[src/rtl/mem_ctrl_pkg.sv]
// Shared encodings and sizes for the memory access controller and its row counter.
package mem_ctrl_pkg;

  localparam int ROWS   = 8;
  localparam int ADDR_W = 3;
  localparam int DATA_W = 8;

  localparam logic OP_READ  = 1'b0;
  localparam logic OP_WRITE = 1'b1;

  typedef enum logic [1:0] {
    CMD_READ  = 2'b00,
    CMD_WRITE = 2'b01,
    CMD_CLEAR = 2'b10,
    CMD_RSVD  = 2'b11
  } cmd_e;

  typedef enum logic [2:0] {
    IDLE,
    WRITE,
    READ,
    RESP,
    CLEAR
  } state_e;

endpackage

[src/rtl/row_counter.sv]
// Row index generator for the whole-array clear: synchronous clear/enable, wraps after the last row.
module row_counter
  import mem_ctrl_pkg::*;
#(
  parameter int W = ADDR_W
) (
  input  logic         clk,
  input  logic         reset,
  input  logic         clr,
  input  logic         en,
  output logic [W-1:0] count,
  output logic         last
);

  // NOTE: sequential state uses non-blocking assignments so every flop samples pre-edge values.
  always_ff @(posedge clk or posedge reset) begin
    if (reset) begin
      count <= '0;
    end else if (clr) begin
      count <= '0;
    end else if (en) begin
      count <= count + W'(1);
    end
  end

  assign last = &count;

endmodule

[src/rtl/memory_access_controller.sv]
// Valid/ready front end for the 8x8 memory array: single reads/writes, whole-array clear,
// registered array drive lines and a held read-response channel.
module memory_access_controller
  import mem_ctrl_pkg::*;
#(
  parameter int ROWS  = mem_ctrl_pkg::ROWS,
  parameter int WIDTH = DATA_W
) (
  input  logic                    clk,
  input  logic                    reset,
  input  logic                    req_valid,
  output logic                    req_ready,
  input  logic [1:0]              req_cmd,
  input  logic [$clog2(ROWS)-1:0] req_addr,
  input  logic [WIDTH-1:0]        req_wdata,
  output logic                    rsp_valid,
  input  logic                    rsp_ready,
  output logic [WIDTH-1:0]        rsp_rdata,
  output logic                    clear_done,
  output logic                    cmd_err,
  output logic                    mem_op,
  output logic                    mem_select,
  output logic [$clog2(ROWS)-1:0] mem_address,
  output logic [WIDTH-1:0]        mem_data_input,
  input  logic [WIDTH-1:0]        mem_data_output
);

  localparam int AW = $clog2(ROWS);

  state_e          state_q, state_d;
  logic            req_ready_d, rsp_valid_d, clear_done_d, cmd_err_d;
  logic            mem_op_d, mem_select_d;
  logic [AW-1:0]   mem_address_d;
  logic [WIDTH-1:0] mem_data_input_d;
  logic            cnt_clr, cnt_en, cnt_last;
  logic [AW-1:0]   cnt;

  row_counter #(.W(AW)) u_row_counter (
    .clk   (clk),
    .reset (reset),
    .clr   (cnt_clr),
    .en    (cnt_en),
    .count (cnt),
    .last  (cnt_last)
  );

  // Every output is registered, so this block computes the values for the *next* cycle;
  // the accepted request's address/data are latched straight into the array drive registers.
  // NOTE: every signal gets a default before the case so no path can infer a latch.
  always_comb begin
    state_d          = state_q;
    req_ready_d      = 1'b0;
    rsp_valid_d      = 1'b0;
    clear_done_d     = 1'b0;
    cmd_err_d        = 1'b0;
    mem_op_d         = OP_READ;
    mem_select_d     = 1'b0;
    mem_address_d    = '0;
    mem_data_input_d = '0;
    cnt_clr          = 1'b0;
    cnt_en           = 1'b0;

    unique case (state_q)
      IDLE: begin
        req_ready_d = 1'b1;
        cnt_clr     = 1'b1;
        if (req_valid && req_ready) begin
          unique case (cmd_e'(req_cmd))
            CMD_READ: begin
              state_d       = READ;
              req_ready_d   = 1'b0;
              mem_select_d  = 1'b1;
              mem_address_d = req_addr;
            end
            CMD_WRITE: begin
              state_d          = WRITE;
              req_ready_d      = 1'b0;
              mem_select_d     = 1'b1;
              mem_op_d         = OP_WRITE;
              mem_address_d    = req_addr;
              mem_data_input_d = req_wdata;
            end
            CMD_CLEAR: begin
              state_d      = CLEAR;
              req_ready_d  = 1'b0;
              mem_select_d = 1'b1;
              mem_op_d     = OP_WRITE;
            end
            CMD_RSVD: cmd_err_d = 1'b1;
            default: ;
          endcase
        end
      end
      WRITE: begin
        state_d     = IDLE;
        req_ready_d = 1'b1;
      end
      READ: begin
        state_d     = RESP;
        rsp_valid_d = 1'b1;
      end
      RESP: begin
        if (rsp_ready) begin
          state_d     = IDLE;
          req_ready_d = 1'b1;
        end else begin
          rsp_valid_d = 1'b1;
        end
      end
      CLEAR: begin
        cnt_en = 1'b1;
        if (cnt_last) begin
          state_d      = IDLE;
          clear_done_d = 1'b1;
          req_ready_d  = 1'b1;
        end else begin
          mem_select_d  = 1'b1;
          mem_op_d      = OP_WRITE;
          mem_address_d = cnt + AW'(1);
        end
      end
      default: state_d = IDLE;
    endcase
  end

  always_ff @(posedge clk or posedge reset) begin
    if (reset) begin
      state_q        <= IDLE;
      req_ready      <= 1'b0;
      rsp_valid      <= 1'b0;
      rsp_rdata      <= '0;
      clear_done     <= 1'b0;
      cmd_err        <= 1'b0;
      mem_op         <= OP_READ;
      mem_select     <= 1'b0;
      mem_address    <= '0;
      mem_data_input <= '0;
    end else begin
      state_q        <= state_d;
      req_ready      <= req_ready_d;
      rsp_valid      <= rsp_valid_d;
      clear_done     <= clear_done_d;
      cmd_err        <= cmd_err_d;
      mem_op         <= mem_op_d;
      mem_select     <= mem_select_d;
      mem_address    <= mem_address_d;
      mem_data_input <= mem_data_input_d;
      if (state_q == READ) begin
        rsp_rdata <= mem_data_output;
      end
    end
  end

endmodule

[config.mk]
export PLATFORM = sky130hd
export DESIGN_NAME = memory_access_controller
export DESIGN_NICKNAME = d
export VERILOG_FILES = /design/src/rtl/mem_ctrl_pkg.sv /design/src/rtl/row_counter.sv /design/src/rtl/memory_access_controller.sv
export SDC_FILE = /design/constraint.sdc
export NUM_CORES = 1
export LEC_CHECK = 0
export CELL_PAD_IN_SITES_DETAIL_PLACEMENT = 0
export CELL_PAD_IN_SITES_GLOBAL_PLACEMENT = 1
export CORE_MARGIN = 3
export CORE_UTILIZATION = 33
export DETAILED_ROUTE_END_ITERATION = 7
export HOLD_SLACK_MARGIN = 0.02
export PLACE_DENSITY = 0.84
export SLEW_MARGIN = 20
export SYNTH_ARGS = -nofsm -noshare
export SYNTH_HDL_FRONTEND = slang
export SYNTH_SLANG_ARGS = --single-unit
[constraint.sdc]
create_clock -name clk -period 2 [get_ports clk]
set_clock_uncertainty 0.15 [all_clocks]
set_input_delay 0.4 -clock clk [delete_from_list [all_inputs] [get_ports clk]]
set_output_delay 0.4 -clock clk [all_outputs]
set_load 0.01 [all_outputs]
==> run_results.csv, run 1 <==
group,metric,value,unit
outcome,status,"complete, no violations",
place,detailedPlacementHpwl,2160,um
global_routing,global_route.usage.total,0.122,
global_routing,global_route_layer_with_the_greatest_usage,"met2",
floorplanning,initial_core_utilization,0.351,
timing,max_freq,561,MHz
layout,multi_input_area,507,um^2
timing,final_min_period_over_clock_period,0.892,
cts,path_clk_slew,0.06,ns
timing,rsz0062_at_grt,"no",
floorplanning,die_area,4810,um^2
synthesis,ranking_of_synthesized_cells_by_area,"dfrtp_1 59%, ha_1 7.6%, mux2_2 6.8%, and2_1 3.8%, nand2_1 2.3%",
cts,clock_tree.buffer_depth,2,
place,placed_cells_incl_taps,204,
cts,cts_buffers,5,
layout,finish.cell_count_without_fillers,212,
cts,cts_htree_levels,2,
cts,clkSinkCount,31,
layout,antenna_cells,0,
global_routing,globalRoute.totalOverflow,0,
worst_setup_path,critical-path-slowest-cell,"clkdlybuf4s50_1",
synthesis,share_of_synthesized_area_occupied_by_flip_flops_and_latches,0.585,
synthesis,synth.area.mux_share,0.0680,
global_routing,grt.met1_usage,0.140,
route,vias,957,
route,routed_len_inst,13.0,um
worst_setup_path,kind_of_critical_path,"in -> reg",
global_routing,global_route.usage.met3,0.0348,
layout,fin_nets,196,
timing,timing.hold.ws,0.333,ns
timing,timing_hold_violations_final,0,
route,initialDrtViolationCount,40,
cts,cts_repair_resize_count,0,
synthesis,postSynthCellCount,104,
synthesis,area_share_of_fa_ha_maj_cells_after_synthesis,0.0755,
route,vias_per_cell,4.51,
worst_setup_path,critPathRequiredTime,2.00,ns
synthesis,syn_nets,137,
synthesis,ys.flop_type,"dfrtp_1",
synthesis,synthArstFlopShare,1.00,
timing,worst_max_slew_pin_slew,0.379,ns
pwr,finalPower,2.19,mW
worst_setup_path,setup.worst_path.start_class,"input pin",
pwr,leakage,0.912,nW
global_routing,grt_max_degree,32,
route,ant_nets,0,
place,gp_congestion,0.741,
synthesis,synth_top_area_cell,"dfrtp_1",
min_path,worst_hold_path_type,"reg -> reg",
place,io_buffers,49,
synthesis,syn_area,1330,um^2
timing,setup_violations,0,
timing,setup_tns,0,ns
global_routing,met2_usage,0.207,
floorplanning,rows,22,
floorplanning,design.core.area,3770,um^2
cts,clk-insertion-delay-late,0.28,ns
cts,cts_hold_buffers,0,
cts,ctsRootBufferMaster,"clkbuf_8",
synthesis,dominant_combinational_cell_family_by_area_after_synthesis,"simple AND/OR/NAND/NOR gates",
worst_setup_path,critical_path.max_stage_delay,0.54,ns
pwr,pwr_density,1110,nW/um^2
synthesis,synth_edf_count,0,
floorplanning,die-height,69.4,um
timing,slew_headroom,0.747,
synthesis,synthSimpleGateAreaFrac,0.172,
timing,period_needed,1.78,ns
worst_setup_path,critPathArrivalTime,1.79,ns
layout,layout-drive-gt1-share,0.165,
job,timing.max_cap.violations,0,
cts,tritoncts,"built",
cts,cts_setup_buffers,0,
floorplanning,io_count,50,
route,final_routed_drc_violation_total,0,
worst_setup_path,worstSetupEndpointType,"flip-flop",
timing,final_max_slew_violation_count,0,
layout,synthToLayoutAreaGrowth,49.0,%
layout,area.sequential,776,um^2
global_routing,first_global_vias,1005,
synthesis,yosysTopAreaCellShare,0.585,
floorplanning,dieWidth,69.4,um
synthesis,yosysWarnings,0,
pwr,worst_voltage_drop_across_the_vdd_grid,0.000463,V
global_routing,antenna_found_initial,0,
synthesis,ys_ff_latch,31,
route,route.final.wire_length,2750,um
synthesis,synth_common_cells,"31 x dfrtp_1, 8 x and2_1, 8 x ha_1, 8 x mux2_2, 8 x nand2_1",
worst_setup_path,critPathMaxFanout,4,
layout,fillers,340,
timing,post-route-worst-setup-slack,0.216,ns
place,preCtsSetupSlack,-0.0812,ns
synthesis,synth_compound_area_frac,0.0670,
worst_setup_path,worst-path-buf-inv,2,
worst_setup_path,path_cells,"clkdlybuf4s50_1 > inv_1 > ha_1 > or2_2 > a32oi_1 > nor2_1",
synthesis,mean_syn_cell_area,12.7,um^2
synthesis,synth_most_common_cell,"dfrtp_1",
synthesis,post_synth_num_cell_types,29,
route,number_of_optimization_iterations_in_the_first_detailed_route_pass,4,
global_routing,first_pass_grt_wire_length,4660,um
worst_setup_path,timing.critical_path.max_delay_family,"buffers and inverters",
synthesis,post_synth_xor_area_fraction,0,
-- path summary, 6_finish.rpt --
path	startpoint	end	slack, ns	depth (start not counted)
max	req_cmd[0]	mem_address[2]	0.22	6
min	u_row_counter.count[1]	u_row_counter.count[1]	0.33	2
max reg2reg	u_row_counter.count[0]	mem_address[0]	0.26	5
min reg2reg	u_row_counter.count[1]	u_row_counter.count[1]	0.33	2
max in group asynchronous	reset	mem_op	1.07	3
min in group asynchronous	reset	state_q[2]	0.36	3
-- worst min-delay path, stage by stage, from the launching register on --
cell and delay, ns:
dfrtp_1 0.35, nand2_1 0.05, nand2_1 0.05
-- area by class of cell --
cell class | count | area share
sequential | 31 | 0.393
multi-input combinational | 66 | 0.257
inverter | 4 | 0.00760
timing repair buffer | 55 | 0.271
clock inverter | 1 | 0.00253
clock buffer | 7 | 0.0387
tap | 48 | 0.0304
-- flip-flops by register name, indices dropped and copies added (netlist names) --
register / flops
mem_op: 1
rsp_rdata: 8
state_q: 3
rsp_valid: 1
u_row_counter.count: 3
mem_address: 3
clear_done: 1
mem_data_input: 8
req_ready: 1
mem_select: 1
cmd_err: 1
-- cell families (layout without fill, tap and decap cells) --
kind of cell | Yosys count | in the layout
simple gates | 37 | 37
flops | 31 | 31
compound gates | 13 | 13
fa+ha+maj | 8 | 8
mux | 8 | 8
buf+inv | 7 | 67
-- power breakdown --
group	switching [mW]	internal [mW]	leakage [nW]
combinational	0.343	0.481	0.463
clock	0.216	0.244	0.0422
sequential	0.115	0.792	0.406
total	0.674	1.52	0.912
-- stage by stage --
| step | instance area, um^2 | util |
|---|---|---|
| finish | 1970 | 0.524 |
| detailed placement | 1890 | 0.502 |
| global placement | 1890 | 0.502 |
| floorplan | 1330 | - |
| CTS | 1970 | 0.524 |
| global route | 1970 | 0.524 |
-- cells in the final DEF (no fill, tap or decap), types with 2 or more instances in the layout --
cell type / Yosys / final
clkbuf_1: 0 / 2
inv_1: 4 / 4
o21ai_0: 2 / 2
buf_4: 0 / 6
and3b_1: 2 / 2
a21oi_1: 4 / 4
mux2_2: 8 / 8
or2_2: 2 / 2
and2_1: 8 / 8
and3_1: 2 / 2
clkdlybuf4s50_1: 0 / 49
nand2_1: 8 / 8
dfrtp_1: 31 / 31
nand2b_1: 4 / 4
clkbuf_8: 0 / 5
ha_1: 8 / 8
nand3_1: 4 / 4
-- routing by layer --
| metal | up-vias | part of all wire |
|---|---|---|
| li1 | 466 | - |
| met1 | 461 | 0.41 |
| met2 | 24 | 0.53 |
| met3 | 6 | 0.048 |
| met4 | 0 | 0.016 |
| met5 | - | 0 |
(Power assumes the default switching activity.)
==> inputs of run 2 (changes only) <==
--- a/config.mk
+++ b/config.mk
@@ -5,14 +5,15 @@
 export SDC_FILE = /design/constraint.sdc
 export NUM_CORES = 1
 export LEC_CHECK = 0
+export ABC_AREA = 1
 export CELL_PAD_IN_SITES_DETAIL_PLACEMENT = 0
 export CELL_PAD_IN_SITES_GLOBAL_PLACEMENT = 1
 export CORE_MARGIN = 3
-export CORE_UTILIZATION = 33
+export CORE_UTILIZATION = 32
 export DETAILED_ROUTE_END_ITERATION = 7
 export HOLD_SLACK_MARGIN = 0.02
-export PLACE_DENSITY = 0.84
-export SLEW_MARGIN = 20
+export PLACE_DENSITY = 0.85
+export SLEW_MARGIN = 40
 export SYNTH_ARGS = -nofsm -noshare
 export SYNTH_HDL_FRONTEND = slang
 export SYNTH_SLANG_ARGS = --single-unit
==> run 2 against run 1 <==
Synthesized cell count grew 43%. Design area grew 2.0%. Largest cell class unchanged. Wire length grew 6.3%. Synthesized area grew 2.8%. Sequential power shrank 0.7%. Setup slack gained 0.075 ns.
==> run_results.csv, run 2 <==
group,metric,value,unit
route,vias,1120,
synthesis,synth_edf_count,0,
timing,final_max_slew_violation_count,0,
synthesis,synthArstFlopShare,1.00,
floorplanning,initial_core_utilization,0.336,
worst_setup_path,critPathArrivalTime,1.16,ns
floorplanning,die_area,5080,um^2
worst_setup_path,critical_path.max_stage_delay,0.54,ns
layout,synthToLayoutAreaGrowth,47.8,%
route,route.final.wire_length,2920,um
layout,fin_nets,239,
synthesis,syn_area,1360,um^2
worst_setup_path,path_cells,"clkdlybuf4s50_1",
place,preCtsSetupSlack,-0.00782,ns
min_path,worst_hold_path_type,"reg -> reg",
cts,tritoncts,"built",
job,timing.max_cap.violations,0,
timing,max_freq,585,MHz
route,vias_per_cell,4.38,
timing,setup_tns,0,ns
timing,timing_hold_violations_final,0,
route,ant_nets,0,
layout,fillers,374,
worst_setup_path,setup.worst_path.start_class,"flip-flop",
synthesis,ys.flop_type,"dfrtp_1",
global_routing,global_route.usage.total,0.129,
synthesis,synth_common_cells,"42 x nand2_1, 31 x dfrtp_1, 16 x inv_1",
cts,clkSinkCount,31,
synthesis,ranking_of_synthesized_cells_by_area,"dfrtp_1 57%, nand2_1 12%, ha_1 7.3%, nand3_1 5.1%, inv_1 4.4%",
floorplanning,design.core.area,4060,um^2
route,final_routed_drc_violation_total,0,
cts,cts_htree_levels,2,
cts,cts_repair_resize_count,0,
worst_setup_path,reg2reg_setup_slack,0.40,ns
timing,worst_max_slew_pin_slew,0.374,ns
place,io_buffers,49,
synthesis,synth_most_common_cell,"nand2_1",
synthesis,mean_syn_cell_area,9.14,um^2
pwr,pwr_density,1200,nW/um^2
floorplanning,io_count,50,
route,number_of_optimization_iterations_in_the_first_detailed_route_pass,4,
layout,biggestRegsByFlops,"mem_data_input (8), rsp_rdata (8)",
worst_setup_path,worst-path-buf-inv,1,
layout,layout-drive-gt1-share,0.0922,
layout,finish.cell_count_without_fillers,256,
synthesis,postSynthCellCount,149,
synthesis,post_synth_num_cell_types,19,
pwr,worst_voltage_drop_across_the_vdd_grid,0.000347,V
cts,cts_setup_buffers,0,
floorplanning,dieWidth,71.3,um
synthesis,synth_top_area_cell,"dfrtp_1",
global_routing,first_pass_grt_wire_length,5000,um
cts,clock_tree.buffer_depth,2,
timing,post-route-worst-setup-slack,0.291,ns
timing,rsz0062_at_grt,"no",
outcome,status,"complete, no violations",
synthesis,syn_nets,182,
place,detailedPlacementHpwl,2210,um
cts,ctsRootBufferMaster,"clkbuf_8",
global_routing,antenna_found_initial,0,
synthesis,share_of_synthesized_area_occupied_by_flip_flops_and_latches,0.569,
timing,setup_violations,0,
layout,multi_input_area,495,um^2
cts,cts_hold_buffers,0,
worst_setup_path,worstSetupEndpointType,"primary output",
layout,area.sequential,776,um^2
timing,period_needed,1.71,ns
route,routed_len_inst,11.4,um
layout,layout.cells.most_common,"clkdlybuf4s50_1",
layout,postLayoutCoreUtil,0.496,
layout,final_cell_mix,"49 x clkdlybuf4s50_1, 42 x nand2_1, 31 x dfrtp_1, 16 x inv_1",
cts,path_clk_slew,0.06,ns
worst_setup_path,kind_of_critical_path,"reg -> out",
route,initialDrtViolationCount,50,
place,placed_cells_incl_taps,249,
cts,cts_buffers,5,
worst_setup_path,timing.critical_path.max_delay_family,"buffers and inverters",
global_routing,grt_max_degree,32,
worst_setup_path,critPathRequiredTime,1.45,ns
global_routing,first_global_vias,1106,
synthesis,yosysTopAreaCellShare,0.569,
synthesis,yosysWarnings,0,
synthesis,ys_ff_latch,31,
cts,clk-insertion-delay-late,0.28,ns
pwr,leakage,1.00,nW
worst_setup_path,critical-path-slowest-cell,"clkdlybuf4s50_1",
floorplanning,die-height,71.3,um
timing,final_min_period_over_clock_period,0.854,
timing,slew_headroom,0.750,
worst_setup_path,critPathMaxFanout,2,
floorplanning,rows,23,
global_routing,globalRoute.totalOverflow,0,
place,gp_congestion,0.840,
layout,antenna_cells,0,
==> run 2: cell count changes after synthesis, sizes merged, moves of 2 or more <==
cell / change
and3b: -2
nand4: +2
and3: -3
inv: +15
and2: -8
nand3: +10
or2: -2
nor2: +13
nand2b: -5
a21oi: -4
nand2: +36
mux2: -8
o21ai: +4
==> run 2: per-layer routing <==
layer | routed length [um] | up-vias | share of wire | global-route usage
met2 | 1330 | 36 | 0.45 | 0.185
met3 | 186 | 5 | 0.064 | 0.0379
met1 | 1340 | 501 | 0.46 | 0.179
met4 | 70 | 0 | 0.024 | 0.0626
li1 | - | 578 | - | -
met5 | 0 | - | 0 | 0
==> run 2: cell families after synthesis <==
logic type | after synthesis | share of synthesized area
adders and majority gates | 8 | 0.0735
buffers and inverters | 22 | 0.0670
AOI/OAI and AO/OA | 11 | 0.0487
DFF | 31 | 0.569
and+or+nand+nor | 77 | 0.242
==> run 2: through the flow <==
step / hold slack [ns] / cell area, um^2 / total power [mW]
after floorplan: 0.309 / 1360 / 1.51
after global placement: 0.305 / 1930 / 1.96
after detailed placement: 0.309 / 1930 / 1.97
after CTS: 0.324 / 2010 / 2.45
after global routing: 0.344 / 2010 / 2.63
final: 0.322 / 2010 / 2.42
==> run 2: cell type report <==
cell class              count  share of cell area
clock buffers               6              0.0410
clock inverters             1             0.00249
inverters                  19              0.0354
multi-input cells          96               0.246
flip-flops and latches     31               0.385
well taps                  50              0.0311
repair buffers             53               0.259
==> run 2: final timing paths <==
path / startpoint / cells after the start / to
worst min-delay path: rsp_rdata[1] / 2 / rsp_rdata[1]
worst max-delay path: rsp_rdata[0] / 1 / rsp_rdata[0]
worst max register to register: u_row_counter.count[0] / 8 / state_q[0]
worst min register to register: rsp_rdata[1] / 2 / rsp_rdata[1]
min in group asynchronous: reset / 3 / mem_data_input[3]
max in group asynchronous: reset / 3 / rsp_rdata[5]
==> run 2: where the power goes <==
part           switching (mW)  internal, mW  total [mW]
sequential             0.0983         0.803       0.902
combinational           0.562         0.474        1.04
clock                   0.214         0.269       0.483
total                   0.873          1.55        2.42
